## config.mk

```make
export PLATFORM = sky130hd
export DESIGN_NAME = rvfpm_xif_queue
export DESIGN_NICKNAME = d
export VERILOG_FILES = /design/src/rtl/rvfpm_xif_queue.sv
export SDC_FILE = /design/constraint.sdc
export NUM_CORES = 1
export LEC_CHECK = 0
export BUFFER_PORTS_ARGS = -buffer_cell sky130_fd_sc_hd__buf_4
export CELL_PAD_IN_SITES_DETAIL_PLACEMENT = 2
export CELL_PAD_IN_SITES_GLOBAL_PLACEMENT = 2
export CORE_ASPECT_RATIO = 1.4
export CORE_MARGIN = 5
export CORE_UTILIZATION = 32
export DETAILED_ROUTE_END_ITERATION = 10
export GPL_TIMING_DRIVEN = 0
export PLACE_DENSITY_LB_ADDON = 0.1
export SYNTH_ARGS = -nofsm -noshare
export SYNTH_HDL_FRONTEND = slang
export SYNTH_SLANG_ARGS = --single-unit
```

## constraint.sdc

```tcl
create_clock -name ck -period 2.4 [get_ports ck]
set_input_delay 0.12 -clock ck [delete_from_list [all_inputs] [get_ports ck]]
set_output_delay 0.12 -clock ck [all_outputs]
set_load 0.01 [all_outputs]
```

## src/rtl/rvfpm_xif_queue.sv

```systemverilog
// In-order issue queue between the X-interface issue port and the FPU pipeline.
// Entries wait for commit/kill by id; committed ones dispatch in issue order, killed ones drop.
module rvfpm_xif_queue #(
    parameter int unsigned X_ID_WIDTH  = 4,
    parameter int unsigned QUEUE_DEPTH = 4,
    parameter int unsigned PAYLOAD_W   = 64,
    parameter int unsigned CNT_W       = $clog2(QUEUE_DEPTH + 1)
) (
    input  logic                              ck,
    input  logic                              rst,
    input  logic                              issue_valid,
    output logic                              issue_ready,
    input  logic [X_ID_WIDTH-1:0]             issue_id,
    input  logic [PAYLOAD_W-1:0]              issue_payload,
    input  logic                              commit_valid,
    input  logic [X_ID_WIDTH-1:0]             commit_id,
    input  logic                              commit_kill,
    input  logic                              flush,
    output logic                              out_valid,
    input  logic                              out_ready,
    output logic [X_ID_WIDTH-1:0]             out_id,
    output logic [PAYLOAD_W-1:0]              out_payload,
    output logic [CNT_W-1:0]                  count,
    output logic [QUEUE_DEPTH*X_ID_WIDTH-1:0] dbg_ids,
    output logic [QUEUE_DEPTH-1:0]            dbg_valid
);
    localparam int unsigned PTR_W = $clog2(QUEUE_DEPTH);
    typedef logic [PTR_W-1:0] ptr_t;

    logic [X_ID_WIDTH-1:0] id_q [QUEUE_DEPTH];
    logic [X_ID_WIDTH-1:0] id_d [QUEUE_DEPTH];
    logic [PAYLOAD_W-1:0]  pl_q [QUEUE_DEPTH];
    logic [PAYLOAD_W-1:0]  pl_d [QUEUE_DEPTH];
    logic [QUEUE_DEPTH-1:0] cmt_q, cmt_d, kil_q, kil_d;
    ptr_t                  head_q, head_d, tail_q, tail_d;
    logic [CNT_W-1:0]      count_q, count_d;

    logic head_occ, issue_acc, pop, drop, found, bypass;
    ptr_t tgt, idx;

    function automatic ptr_t ptr_inc(input ptr_t p);
        return (32'(p) == QUEUE_DEPTH - 1) ? '0 : p + 1'b1;
    endfunction

    // Physical slot of the entry that is `age` positions behind `base`.
    function automatic ptr_t age_idx(input ptr_t base, input int unsigned age);
        int unsigned sum;
        sum = 32'(base) + age;
        if (sum >= QUEUE_DEPTH) sum = sum - QUEUE_DEPTH;
        return ptr_t'(sum);
    endfunction

    assign head_occ    = (count_q != '0);
    assign issue_ready = rst & ~flush & (count_q < CNT_W'(QUEUE_DEPTH));
    assign out_valid   = head_occ & cmt_q[head_q] & ~kil_q[head_q];
    assign out_id      = id_q[head_q];
    assign out_payload = pl_q[head_q];
    assign count       = count_q;
    assign issue_acc   = issue_valid & issue_ready;
    assign pop         = out_valid & out_ready;
    assign drop        = head_occ & kil_q[head_q];

    // Oldest live, still-pending entry carrying commit_id.
    always_comb begin
        found = 1'b0;
        tgt   = '0;
        idx   = '0;
        for (int unsigned i = 0; i < QUEUE_DEPTH; i++) begin
            idx = age_idx(head_q, i);
            if (!found && (i < 32'(count_q)) && (id_q[idx] == commit_id) &&
                !cmt_q[idx] && !kil_q[idx]) begin
                found = 1'b1;
                tgt   = idx;
            end
        end
    end

    always_comb begin
        id_d    = id_q;
        pl_d    = pl_q;
        cmt_d   = cmt_q;
        kil_d   = kil_q;
        head_d  = head_q;
        tail_d  = tail_q;
        count_d = count_q;
        bypass  = 1'b0;
        if (flush) begin
            head_d  = '0;
            tail_d  = '0;
            count_d = '0;
        end else begin
            if (commit_valid && found) begin
                if (commit_kill) kil_d[tgt] = 1'b1;
                else             cmt_d[tgt] = 1'b1;
            end
            // No stored match: the commit lands on the entry being issued this cycle.
            bypass = commit_valid & ~found & (commit_id == issue_id);
            if (issue_acc) begin
                id_d[tail_q]  = issue_id;
                pl_d[tail_q]  = issue_payload;
                cmt_d[tail_q] = bypass & ~commit_kill;
                kil_d[tail_q] = bypass & commit_kill;
                tail_d        = ptr_inc(tail_q);
            end
            if (pop | drop) head_d = ptr_inc(head_q);
            count_d = count_q + CNT_W'(issue_acc) - CNT_W'(pop | drop);
        end
    end

    always_ff @(posedge ck) begin
        if (!rst) begin
            for (int unsigned i = 0; i < QUEUE_DEPTH; i++) begin
                id_q[i] <= '0;
                pl_q[i] <= '0;
            end
            cmt_q   <= '0;
            kil_q   <= '0;
            head_q  <= '0;
            tail_q  <= '0;
            count_q <= '0;
        end else begin
            id_q    <= id_d;
            pl_q    <= pl_d;
            cmt_q   <= cmt_d;
            kil_q   <= kil_d;
            head_q  <= head_d;
            tail_q  <= tail_d;
            count_q <= count_d;
        end
    end

    always_comb begin
        dbg_ids   = '0;
        dbg_valid = '0;
        for (int unsigned i = 0; i < QUEUE_DEPTH; i++) begin
            dbg_ids[i*X_ID_WIDTH +: X_ID_WIDTH] = id_q[age_idx(head_q, i)];
            dbg_valid[i] = (i < 32'(count_q));
        end
    end

endmodule

```

# Word-level counts from Yosys, hierarchy flattened
# Cells that the tools add are included.
[classes]
add_sub_neg = 11
n_lt_le_gt_ge = 25
n_eq_ne = 7
muxes = 72
bitwise = 26
reduce_logical = 33
[ops]
columns = ["op", "n"]
rows = [
  ["bitwise mux 256 bit", 1],
  ["two-way mux 64 bit", 3],
  ["binary-select mux 64 bit (select 2 bit)", 1],
  ["demux 64 bit (select 2 bit)", 1],
  ["two-way mux 4 bit", 19],
  ["binary-select mux 4 bit (select 2 bit)", 5],
  ["greater-or-equal comparator 3 bit (second input constant)", 9],
  ["less-than comparator 2 x 3 -> 1 bit (second input constant)", 7],
  ["binary-select mux 1 bit (select 2 bit)", 10],
  ["equality test 4 bit", 5],
  ["two-way mux 2 bit", 10],
  ["logical AND 1 bit", 19],
  ["inverter 2 -> 3 bit", 6],
  ["bitwise mux 16 bit", 1],
  ["two-way mux 1 bit", 16],
  ["bitwise AND 1 bit", 11],
  ["zero test 1 bit", 11],
  ["bitwise mux 4 bit", 2],
  ["demux 4 bit (select 2 bit)", 1],
  ["bitwise OR 4 bit", 2],
  ["subtractor 2 x 1 -> 2 bit (second input constant)", 4],
  ["adder 2 x 2 -> 3 bit (second input constant)", 2],
  ["less-than comparator 1 x 3 -> 1 bit (first input constant)", 2],
  ["less-than comparator 2 x 3 -> 1 bit (first input constant)", 2],
  ["15 further kinds", 24],
]
[totals]
reg_bits = 287
in_bits = 79
output_inout_bits = 93
word_cells = 187

# Depth between registers and ports, before layout
# Gate-level depths: netlist of the first run.
[logic_depth]
word_depth = 39
ltp_mapped = 13

# Worst setup path before layout of the first run
# No wires, ideal clock.
[synth_timing]
path_type = "reg-to-reg"
startpoint = "reg head_q[0]"
endpoint = "reg count_q[2] (netlist: count[2])"
arrival_ps = 2409
t_required_ps = 2273
path_slack_ps = -136
stages_incl_launch_ff = 14
period_less_slack_ps = 2536
path_cell_list = "dfxtp_1 -> buf_6 -> buf_8 -> buf_8 -> mux2i_1 -> mux2_2 -> a21oi_1 -> ha_1 -> inv_1 -> ha_1 -> inv_1 -> fa_1 -> xnor2_1 -> nor2_1"
[synth_between]
elab_chain_cells = 7
word_cells_on_any_way = 11
classes_between = "1 x add/sub; 4 x mux; 6 x bitwise"
[synth_rtl]
columns = ["item", "line_no", "text"]
rows = [
  ["from (decl)", "35", "ptr_t head_q, head_d, tail_q, tail_d;"],
  ["from (signal assigned)", "118", "head_q <= '0;"],
  ["from (signal assigned)", "126", "head_q <= head_d;"],
  ["binary-select mux 1 bit (select 2 bit), on equally long branches", "55, 61", ""],
  ["two-way mux 1 bit, on equally long branches", "55, 61", ""],
  ["bitwise AND 1 bit / inverter 1 bit (equally long branches)", "55", "assign out_valid = head_occ & cmt_q[head_q] & ~kil_q[head_q];"],
  ["bitwise AND 1 bit", "55", ""],
  ["bitwise AND 1 bit", "60", "assign pop = out_valid & out_ready;"],
  ["bitwise OR 1 bit (*)", "106", "count_d = count_q + CNT_W'(issue_acc) - CNT_W'(pop | drop);"],
  ["subtractor 3 x 1 -> 3 bit (*)", "106", ""],
  ["to (signal assigned)", "128", "count_q <= count_d;"],
  ["to (decl)", "36", "logic [CNT_W-1:0] count_q, count_d;"],
]
# Every way passes the cells marked *; elsewhere a longest branch is shown, timed or not. The select of a mux whose other input is x is not followed.
# A chain may end at the register's enable or synchronous reset.

# Final worst setup path of the first run
[layout_timing]
startpoint = "reg head_q[0]"
endpoint = "reg kil_q[3]"
[layout_between]
elab_chain_cells = 39
word_cells_on_any_way = 101
classes_between = "7 x add/sub; 6 x order compare; 4 x eq/ne; 47 x mux; 9 x bitwise; 28 x reduce/logical"
[layout_rtl]
columns = ["item", "line_no", "text"]
rows = [
  ["greater-or-equal comparator 2 x 3 -> 1 bit / subtractor 2 x 1 -> 2 bit (equally long branches)", "49", "if (sum >= QUEUE_DEPTH) sum = sum - QUEUE_DEPTH;"],
  ["two-way mux 2 bit", "49", ""],
  ["inverter 2 -> 3 bit (not written as such)", "70", "if (!found && (i < 32'(count_q)) && (id_q[idx] == commit_id) &&"],
  ["binary-select mux 4 bit (select 2 bit)", "70", ""],
  ["two-way mux 4 bit (not written as such) (2 in series)", "70", ""],
  ["equality test 4 bit", "70", ""],
  ["logical AND 1 bit (2 in series)", "70", ""],
  ["logical AND 1 bit", "71", "!cmt_q[idx] && !kil_q[idx]) begin"],
  ["(+21 left out)", "-", ""],
  ["two-way mux 1 bit (not written as such)", "93", "if (commit_kill) kil_d[tgt] = 1'b1;"],
  ["demux 1 bit (select 2 bit)", "93", ""],
  ["bitwise OR 4 bit (no line)", "-", ""],
  ["two-way mux 4 bit", "93", ""],
  ["two-way mux 4 bit", "92", "if (commit_valid && found) begin"],
  ["two-way mux 4 bit", "87", "if (flush) begin"],
  ["bitwise mux 4 bit", "102", "kil_d[tail_q] = bypass & commit_kill;"],
  ["two-way mux 4 bit (*)", "98", "if (issue_acc) begin"],
  ["to (signal assigned)", "125", "kil_q <= kil_d;"],
  ["to (decl)", "34", "logic [QUEUE_DEPTH-1:0] cmt_q, cmt_d, kil_q, kil_d;"],
]
# Marked as above.

==> impl_metrics.tcl, run 1 <==
set metrics [dict create \
    core_area_um2 42000 \
    hp-class "in2reg" \
    pin_count 172 \
    syn_area_um2 13500 \
    hold_viol_final 0 \
    tightest_slew_ns 0.724 \
    netlist.area_leader.share 0.424 \
    cts_tree "yes" \
    critical-path-top-delay-family "buffers and inverters" \
    critical_path_buf_inv_count 4 \
    hpwl_um 36700 \
    endpoint_kind "register" \
    wl_per_cell_um 23.2 \
    mostFrequentLayoutCell "nand2_1" \
    synthArstFlopShare 0 \
    dpl-instance-area_um2 15500 \
    maxSlewHeadroom 0.517 \
    synth_edf_count 0 \
    drtIter0Drc 422 \
    vias 12500 \
    viasPerCell 5.22 \
    cts_htree_levels 2 \
    grt_pass1_wl_um 83300 \
    initial_core_util 0.323 \
    skew_ns 0.0194 \
    drv_slew 0 \
    layout.cells.non_filler 2390 \
    grt_max_degree 13 \
    grt.overflow.total 0 \
    clk_latency_ns 0.53 \
    critPathLaunchType "register" \
    route.met3.wl_um 1610 \
    worst-path-stages 11 \
    grt_pass1_vias 14100 \
    postRouteWirelength_um 55400 \
    rsz0062_at_grt "yes" \
    r2r_cells 11 \
    drt_first_pass_iters 4 \
    drv_cap 0 \
    final_nets 1909 \
    cts_buffers 34 \
    route.met2.wl_um 29900 \
    slowest_stage "nor4_4" \
    synth_warnings 0 \
    cp.required_ns 2.85 \
    synthToLayoutAreaGrowth_pct 37.7 \
    seq_area_frac_synth 0.424 \
    met1_length_um 22500 \
    syn_nets 1594 \
    gp_congestion 0.814 \
    cts_buffer_depth 3 \
    power.density_nw_per_um2 582 \
    critPathMaxStageDelay_ns 0.36 \
    p_leak_nw 6.51 \
    die_y_um 253 \
    finalPower_w 0.0108 \
    path_class "reg2reg" \
    synthTopCellsByArea "dfxtp_1 42%, nand2_1 16%, a21boi_0 15%" \
    fin_tns_setup_ns -12.06 \
    finalSetupViolCount 74 \
    crit_path_end "kil_q[3]$_SDFFE_PN0N_" \
    ys_ff_latch 287 \
    route.detailed.drc 0 \
    rows 89 \
    crit_chain "buf_6 -> buf_12 -> buf_4 -> mux4_2 -> xor2_1 -> nor4_4 -> buf_4 -> a22o_2 -> nor4_4 -> a21oi_1 -> o21ai_1" \
    antenna_found_initial 1 \
    final.min_clock_period_ns 2.66 \
    final_cell_mix "561 x nand2_1, 285 x dfxtp_1, 272 x a21boi_0" \
    dieWidth_um 184 \
    num-fill-cells 4476 \
    max_freq_mhz 375 \
    syn_inst 1505 \
    setup_ws_ns -0.265 \
    synth_cell_types 56 \
    ys.flop_type "dfxtp_1" \
    reg2reg_to "kil_q[3]$_SDFFE_PN0N_" \
    dp.cells 2218 \
    numClockSinks 287 \
    finalCritPeriodShare 1.11 \
    die_area_um2 46600 \
    timing.rr.start "head_q[0]$_SDFFE_PP0N_" \
    path_clk_slew_ns 0.06 \
    antenna_left 0 \
    path_max_fanout 6 \
    drive_above_1_share 0.260 \
    synth_top_area_cell "dfxtp_1" \
    r2r_setup_slack_ns -0.26 \
    track_usage 0.231 \
    vdd_ir_drop_max_mv 0.450 \
    pre_cts_ws_ns -0.989 \
    crit_start "head_q[0]$_SDFFE_PP0N_" \
    cts_root_buf "clkbuf_16" \
    fin_area_um2 18600 \
    syn_area_per_cell_um2 9.00 \
    highest_layer "met4" \
    status "finished with violations" \
    numPortBuffers 167 \
    crit_arrival_ns 3.11 \
    violations "negative setup slack" \
]
## how the worst min path moves through the flow
stage / cells after the start / end / from
floorplan: 2 / id_q[0]$_SDFFE_PN0P_ / issue_id[0]
global placement: 3 / pl_q[37]$_SDFFE_PN0P_ / issue_payload[37]
detailed placement: 3 / pl_q[97]$_SDFFE_PN0P_ / issue_payload[33]
CTS: 5 / kil_q[0]$_SDFFE_PN0N_ / commit_valid
global route: 5 / kil_q[0]$_SDFFE_PN0N_ / commit_valid
finish: 5 / kil_q[0]$_SDFFE_PN0N_ / commit_valid
## power by group
part	internal, W	total (W)	switching, W
clock network	0.00300	0.00518	0.00217
registers	0.00481	0.00483	0.0000276
logic	0.000404	0.000836	0.000432
## cell usage after synthesis (8+ instances only)
cell      count
nor3_1       11
clkbuf_1    101
a21oi_1      10
nor2b_1      10
mux2i_1       9
a21boi_0    272
nand2_1     565
inv_1        11
and2_1        8
ha_1          9
buf_2         9
o21ai_1      11
dfxtp_1     287
nor2_1       12
xnor2_1      18
mux4_2       77
## registers in the layout, indices dropped and copies added (netlist names)
name and cells:
cmt_q 4, count 3, head_q 2, id_q 16, kil_q 4, pl_q 256, tail_q 2
## cell families (layout without fill, tap and decap cells)
group	after synthesis	after routing	synth area share
AND/OR/NAND/NOR	639	639	0.190
multiplexers	90	90	0.140
other	0	1	0
flip-flops	287	287	0.424
adder cells (fa/ha/maj)	10	10	0.00980
buffers and inverters	135	473	0.0430
AO/OA/AOI/OAI	324	324	0.179
XOR/XNOR	20	20	0.0129
## through the flow
stage / utilization / hold slack, ns
after floorplan: - / 0.265
final: 0.444 / 0.0392
after detailed placement: 0.369 / 0.419
after global placement: 0.369 / 0.409
after CTS: 0.438 / 0.0119
after global routing: 0.444 / 0.0321
## what timing repair did
item	4_1_cts	5_1_grt
pin swaps	35	17
resized for setup	206	74
gates cloned	5	3
hold buffers	69	0
hold endpoints to repair	273	0
endpoints found under the setup margin	347	256
buffers inserted	33	9
## layer usage
layer  vias up  GRT usage
met5         -          0
met4         0     0.0554
met3        71     0.0267
met2       229      0.447
met1      6411      0.268
li1       5763          -
## tightest hold or removal path: stages
cell and delay (ns):
buf_4 0.13, nand3_1 0.08, o41ai_1 0.07, nand2_1 0.06
o21ai_1 0.05
## cell type report
type	count	area [um^2]	area share
Buffer	121	838	0.0450
Timing Repair Buffer	282	2710	0.146
Clock buffer	49	998	0.0536
Inverter	11	41.3	0.00222
Clock inverter	10	85.1	0.00456
Multi-Input combinational cell	1083	7530	0.404
Sequential cell	287	5750	0.308
Tap cell	546	683	0.0366
Antenna cell	1	2.50	0.000134
(Power assumes the default switching activity.)
==> inputs of run 2 (changes only) <==
- RECOVER_POWER: not set -> 25
==> run 2 against run 1 <==
The run still ends with negative setup slack left. Clock skew barely moved. Fmax rose by 0.35%. Worst hold slack improved by 0.0017 ns. Combinational power fell by 0.5%. Global-route usage did not move. Total power barely moved. Setup slack improved by 0.0094 ns. Die area did not move.
==> impl_metrics.tcl, run 2 (same netlist as run 1, synthesis figures left out) <==
set metrics [dict create \
    internal_power_w 0.00821 \
    p_clk_frac 0.477 \
    numClockSinks 287 \
    final_cell_mix "561 x nand2_1, 285 x dfxtp_1, 272 x a21boi_0" \
    rsz0062_at_grt "yes" \
    critPathMaxStageDelay_ns 0.35 \
    critical-path-top-delay-family "buffers and inverters" \
    mostFrequentLayoutCell "nand2_1" \
    hold_viol_final 0 \
    status "finished with violations" \
    grt_pass1_wl_um 83300 \
    numPortBuffers 167 \
    initial_core_util 0.323 \
    final_nets 1909 \
    die_y_um 253 \
    largest_register "pl_q" \
    path_clk_slew_ns 0.06 \
    critPathLaunchType "register" \
    violations "negative setup slack" \
    crit_start "head_q[0]$_SDFFE_PP0N_" \
    finalSetupViolCount 86 \
    grt_max_degree 13 \
    cts_htree_levels 2 \
    antenna_found_initial 1 \
    drtIter0Drc 422 \
    cts_root_buf "clkbuf_16" \
    route.detailed.drc 0 \
    fin_area_um2 18600 \
    path_max_fanout 6 \
    skew_ns 0.0193 \
    p_sw_frac 0.243 \
    setup_ws_ns -0.255 \
    core_area_um2 42000 \
    slowest_stage "nor4_4" \
    postRouteWirelength_um 55400 \
    pin_count 172 \
    hpwl_um 36700 \
    drv_cap 0 \
    fin_tns_setup_ns -13.10 \
    dpl-instance-area_um2 15500 \
    crit_arrival_ns 3.10 \
    switchingPower_w 0.00263 \
    hp-class "in2reg" \
    endpoint_kind "register" \
    largest_reg_flops 256 \
    dieWidth_um 184 \
    track_usage 0.231 \
    pwr-share-comb 0.077 \
    antenna_left 0 \
    p_leak_nw 6.45 \
    cts_buffers 34 \
    tightest_slew_ns 0.716 \
    grt_pass1_vias 14100 \
    largest_registers "pl_q: 256 flops, id_q: 16 flops" \
    vias 12500 \
    cp.required_ns 2.85 \
    wl_per_cell_um 23.2 \
    power.density_nw_per_um2 583 \
    gp_congestion 0.814 \
    viasPerCell 5.22 \
    min-delay-start "commit_valid" \
    hold_slack_ns 0.0409 \
    timing.rr.start "head_q[0]$_SDFFE_PP0N_" \
    drt_first_pass_iters 4 \
    drive_above_1_share 0.252 \
    maxSlewHeadroom 0.522 \
    die_area_um2 46600 \
    final.min_clock_period_ns 2.66 \
    synthToLayoutAreaGrowth_pct 37.3 \
    grt.overflow.total 0 \
    max_freq_mhz 377 \
    critical_path_buf_inv_count 4 \
    seqPwrFrac 0.446 \
    vdd_ir_drop_max_mv 0.448 \
    clk_latency_ns 0.53 \
    finalCritPeriodShare 1.11 \
    crit_chain "buf_6 -> buf_12 -> buf_4 -> mux4_2 -> xor2_1 -> nor4_4 -> buf_4 -> a22o_2 -> nor4_4 -> a21oi_1 -> o21ai_1" \
    path_class "reg2reg" \
    drv_slew 0 \
    num-fill-cells 4487 \
    rows 89 \
    cts_buffer_depth 3 \
    cts_tree "yes" \
]
run 2: cell types whose count changed in the layout (fill, tap and decap cells not counted):
cell / previous run / this run
buf_4: 139 / 123
clkbuf_1: 51 / 64
clkbuf_4: 8 / 11
and2_1: 4 / 5
and2_4: 3 / 2
and3_1: 3 / 4
and3_2: 1 / 0
inv_1: 8 / 9
inv_2: 3 / 2
run 2: worst paths after layout:
check                           slack, ns  depth (start not counted)                      to
worst max register to register      -0.26                         11   kil_q[3]$_SDFFE_PN0N_
worst max-delay path                -0.26                         11   kil_q[3]$_SDFFE_PN0N_
worst min register to register       0.46                          2  pl_q[140]$_SDFFE_PN0P_
worst min-delay path                 0.04                          5   kil_q[0]$_SDFFE_PN0N_
run 2: repair_timing:
action | 4_1_cts | 5_1_grt
setup buffers | 33 | 9
hold endpoints to repair | 273 | 0
hold buffers | 69 | 0
resized for setup | 206 | 74
gates cloned | 5 | 3
setup endpoints to repair | 347 | 256
pin swaps | 35 | 17
run 2: layout make-up:
| class | count | area [um^2] | share of cell area |
|---|---|---|---|
| diodes | 1 | 2.50 | 0.000135 |
| plain buffers | 121 | 835 | 0.0449 |
| clock buffers | 49 | 998 | 0.0537 |
| clock inverters | 10 | 85.1 | 0.00458 |
| inverters | 11 | 41.3 | 0.00222 |
| multi-input cells | 1083 | 7520 | 0.405 |
| flip-flops and latches | 287 | 5750 | 0.309 |
| well taps | 546 | 683 | 0.0368 |
| repair buffers | 282 | 2670 | 0.144 |
run 2: metrics by stage:
stage,setup slack [ns],util,power (W),cells
3_5_place_dp,-0.989,0.369,0.00563,2218
5_1_grt,-0.323,0.443,0.0112,2390
2_1_floorplan,-0.0478,-,0.00523,1505
6_report,-0.255,0.443,0.0108,2390
3_3_place_gp,-0.919,0.369,0.00562,2218
4_1_cts,-0.221,0.438,0.0110,2381
run 2: power by group through the flow:
stage	Combinational [W]	Clock [W]	Sequential, W
final	0.000832	0.00517	0.00483
after global routing	0.000893	0.00547	0.00484
after CTS	0.000828	0.00531	0.00483
after detailed placement	0.000689	0	0.00494
after global placement	0.000680	0	0.00494
after floorplan	0.000303	0	0.00493
run 2: worst reg2reg max path, stage by stage (launching register included):
cell and delay [ns]:
dfxtp_4 0.34, buf_6 0.13, buf_12 0.14, buf_4 0.15, mux4_2 0.33, xor2_1 0.29
nor4_4 0.09, buf_4 0.17, a22o_2 0.34, nor4_4 0.35, a21oi_1 0.14, o21ai_1 0.11
run 2: metal layers:
metal	vias up	track usage	wire, um
met5	-	0	0
met4	0	0.0554	1360
met3	71	0.0267	1640
met2	225	0.447	29900
met1	6411	0.268	22500
li1	5763	-	-
==> inputs of run 3 (changes only) <==
- ABC_AREA: not set -> 1
- CORE_UTILIZATION: 32 -> 29
==> run 3 against run 2 <==
Critical path depth rose by 5. Largest cell class unchanged. Cell count increased by 21%. Largest power group is now sequential cells. Synthesized cell count increased by 30%. Clock skew fell by 0.013 ns. Total power fell by 3.2%. Highest routed layer unchanged. Global-route usage is 0.45 points higher. Wire length increased by 9.6%. The flow now finishes without violations. Utilization down 4.6 points. Critical path type unchanged. Worst hold slack better by 0.018 ns. Critical endpoint is now kil_q[2]$_SDFFE_PN0N_.
==> impl_metrics.tcl, run 3 <==
set metrics [dict create \
    mostFrequentLayoutCell "nand2_1" \
    final_nets 2343 \
    hold_slack_ns 0.0588 \
    cts_buffer_depth 3 \
    drive_above_1_share 0.190 \
    cts_tree "yes" \
    numClockSinks 287 \
    grt_pass1_vias 16400 \
    synthArstFlopShare 0 \
    syn_inst 1962 \
    path_class "reg2reg" \
    track_usage 0.235 \
    skew_ns 0.00652 \
    post-synth-top-count-cell "nand2_1" \
    finalSetupViolCount 0 \
    synth_cell_types 29 \
    cts_root_buf "clkbuf_16" \
    met1_length_um 24000 \
    fin_tns_setup_ns 0 \
    synth_edf_count 0 \
    core_area_um2 45000 \
    viasPerCell 5.09 \
    die_y_um 262 \
    ys.flop_type "dfxtp_1" \
    antenna_left 0 \
    largest_register "pl_q" \
    p_leak_nw 7.45 \
    cp_common_cell "nand2_1" \
    grt.overflow.total 0 \
    drv_cap 0 \
    num-fill-cells 5347 \
    wl_per_cell_um 21.1 \
    initial_core_util 0.292 \
    r2r_cells 16 \
    die_area_um2 49800 \
    status "finished clean" \
    syn_area_um2 13200 \
    tightest_slew_ns 0.925 \
    rsz0062_at_grt "yes" \
    route.met3.wl_um 1870 \
    finalCritPeriodShare 0.983 \
    synthTopCellsByArea "dfxtp_1 44%, nand2_1 16%, a21oi_1 8.3%" \
    cts_htree_levels 1 \
    synth_warnings 0 \
    route.detailed.drc 0 \
    syn_nets 2051 \
    numPortBuffers 171 \
    seqPwrFrac 0.461 \
    hp-class "in2reg" \
    synthTopCellsByCount "571 x nand2_1, 287 x dfxtp_1, 284 x nor2_1, 217 x a21oi_1, 201 x o21ai_0" \
    critPathMaxStageDelay_ns 0.37 \
    largest_registers "pl_q: 256 flops, id_q: 16 flops" \
    antenna_found_initial 2 \
    slowest_stage "dfxtp_4" \
    switchingPower_w 0.00252 \
    pwr-share-comb 0.080 \
    drt_first_pass_iters 4 \
    grt_max_degree 15 \
    crit_arrival_ns 2.87 \
    endpoint_kind "register" \
    seq_area_frac_synth 0.437 \
    path_clk_slew_ns 0.06 \
    largest_reg_flops 256 \
    hold_depth 3 \
    power.density_nw_per_um2 588 \
    hold_viol_final 0 \
    vias 14700 \
    highest_layer "met4" \
    postRouteWirelength_um 60700 \
    final.min_clock_period_ns 2.36 \
    netlist.area_leader.share 0.437 \
    drv_slew 0 \
    pin_count 172 \
    drtIter0Drc 477 \
    maxSlewHeadroom 0.382 \
    final_cell_mix "544 x nand2_1, 283 x dfxtp_1, 275 x nor2_1" \
    max_freq_mhz 424 \
    hpwl_um 43600 \
    p_sw_frac 0.240 \
    grt_pass1_wl_um 92600 \
    cp.required_ns 2.91 \
    gp_congestion 0.875 \
    dieWidth_um 190 \
    route.met2.wl_um 32500 \
    ys_ff_latch 287 \
    rows 92 \
    crit_chain "ha_4 -> buf_8 -> nand3_1 -> nand2_1 -> nand2_1 -> nand2_2 -> nand3_2 -> nor2_4 -> nand3_1 -> nand3_2 -> nand3_4 -> nand2_4 -> nand3_1 -> nand2_1 -> nand2_1 -> nand2_1" \
    clk_latency_ns 0.57 \
    critPathLaunchType "register" \
    internal_power_w 0.00797 \
    cts_buffers 31 \
    syn_area_per_cell_um2 6.70 \
    synth_top_area_cell "dfxtp_1" \
    vdd_ir_drop_max_mv 0.500 \
    synthToLayoutAreaGrowth_pct 35.7 \
    path_max_fanout 8 \
    p_clk_frac 0.459 \
]
-- run 3: metrics by stage --
stage | cells | power [W] | area (um^2) | utilization | worst slack (ns)
floorplan | 1962 | 0.00523 | 13200 | - | 0.204
global placement | 2744 | 0.00564 | 15200 | 0.338 | -0.511
detailed placement | 2744 | 0.00566 | 15200 | 0.338 | -0.595
CTS | 2872 | 0.0106 | 17500 | 0.388 | 0.00146
global route | 2881 | 0.0109 | 17800 | 0.396 | -0.0852
finish | 2883 | 0.0105 | 17800 | 0.396 | 0.0397
-- run 3: timing repair --
action / 4_1_cts / 5_1_grt
setup buffers: 8 / 8
hold buffers: 70 / 0
endpoints found under the hold margin: 277 / 0
setup endpoints to repair: 120 / 42
pin swaps: 10 / 34
cloned: 1 / 1
gates resized for setup: 160 / 97
-- run 3: layer usage --
| layer | up-vias | track usage |
|---|---|---|
| met5 | - | 0 |
| met4 | 0 | 0.0810 |
| met3 | 103 | 0.0266 |
| met2 | 270 | 0.466 |
| met1 | 7317 | 0.257 |
| li1 | 6992 | - |
-- run 3: layout make-up --
class | count | area, um^2 | area share
well taps | 611 | 764 | 0.0429
multi-input cells | 1462 | 6890 | 0.386
diodes | 2 | 5.00 | 0.000281
plain buffers | 144 | 1040 | 0.0581
clock buffers | 46 | 922 | 0.0517
inverters | 69 | 272 | 0.0152
flip-flops and latches | 287 | 5750 | 0.322
repair buffers | 259 | 2140 | 0.120
clock inverters | 3 | 65.1 | 0.00365
-- run 3: cells by family after synthesis --
logic type	count (synthesis)	synth area share
buffers and inverters	213	0.0683
and+or+nand+nor	964	0.291
adders and majority gates	10	0.0101
xor gates and xnor gates	2	0.00133
AOI/OAI and AO/OA	486	0.192
DFF	287	0.437
-- run 3: final timing paths --
kind	start	to	slack [ns]
setup / recovery	head_q[0]$_SDFFE_PP0N_	kil_q[2]$_SDFFE_PN0N_	0.04
setup reg to reg	head_q[0]$_SDFFE_PP0N_	kil_q[2]$_SDFFE_PN0N_	0.04
hold reg to reg	pl_q[127]$_SDFFE_PN0P_	pl_q[127]$_SDFFE_PN0P_	0.46
hold / removal	issue_valid	tail_q[1]$_SDFFE_PP0P_	0.06
-- run 3: worst max-delay path, delay by kind of cell (launching register included) --
family | cells | cell delay, ns
buffers and inverters | 1 | 0.16
AND/OR/NAND/NOR | 14 | 1.45
flip-flops | 1 | 0.37
adder cells (fa/ha/maj) | 1 | 0.34
-- run 3: power by group through the flow --
stage | clock network [W] | registers [W] | logic [W]
after floorplan | 0 | 0.00494 | 0.000291
after global placement | 0 | 0.00494 | 0.000697
after detailed placement | 0 | 0.00495 | 0.000714
after CTS | 0.00494 | 0.00484 | 0.000826
after global routing | 0.00511 | 0.00484 | 0.000904
final | 0.00481 | 0.00484 | 0.000836
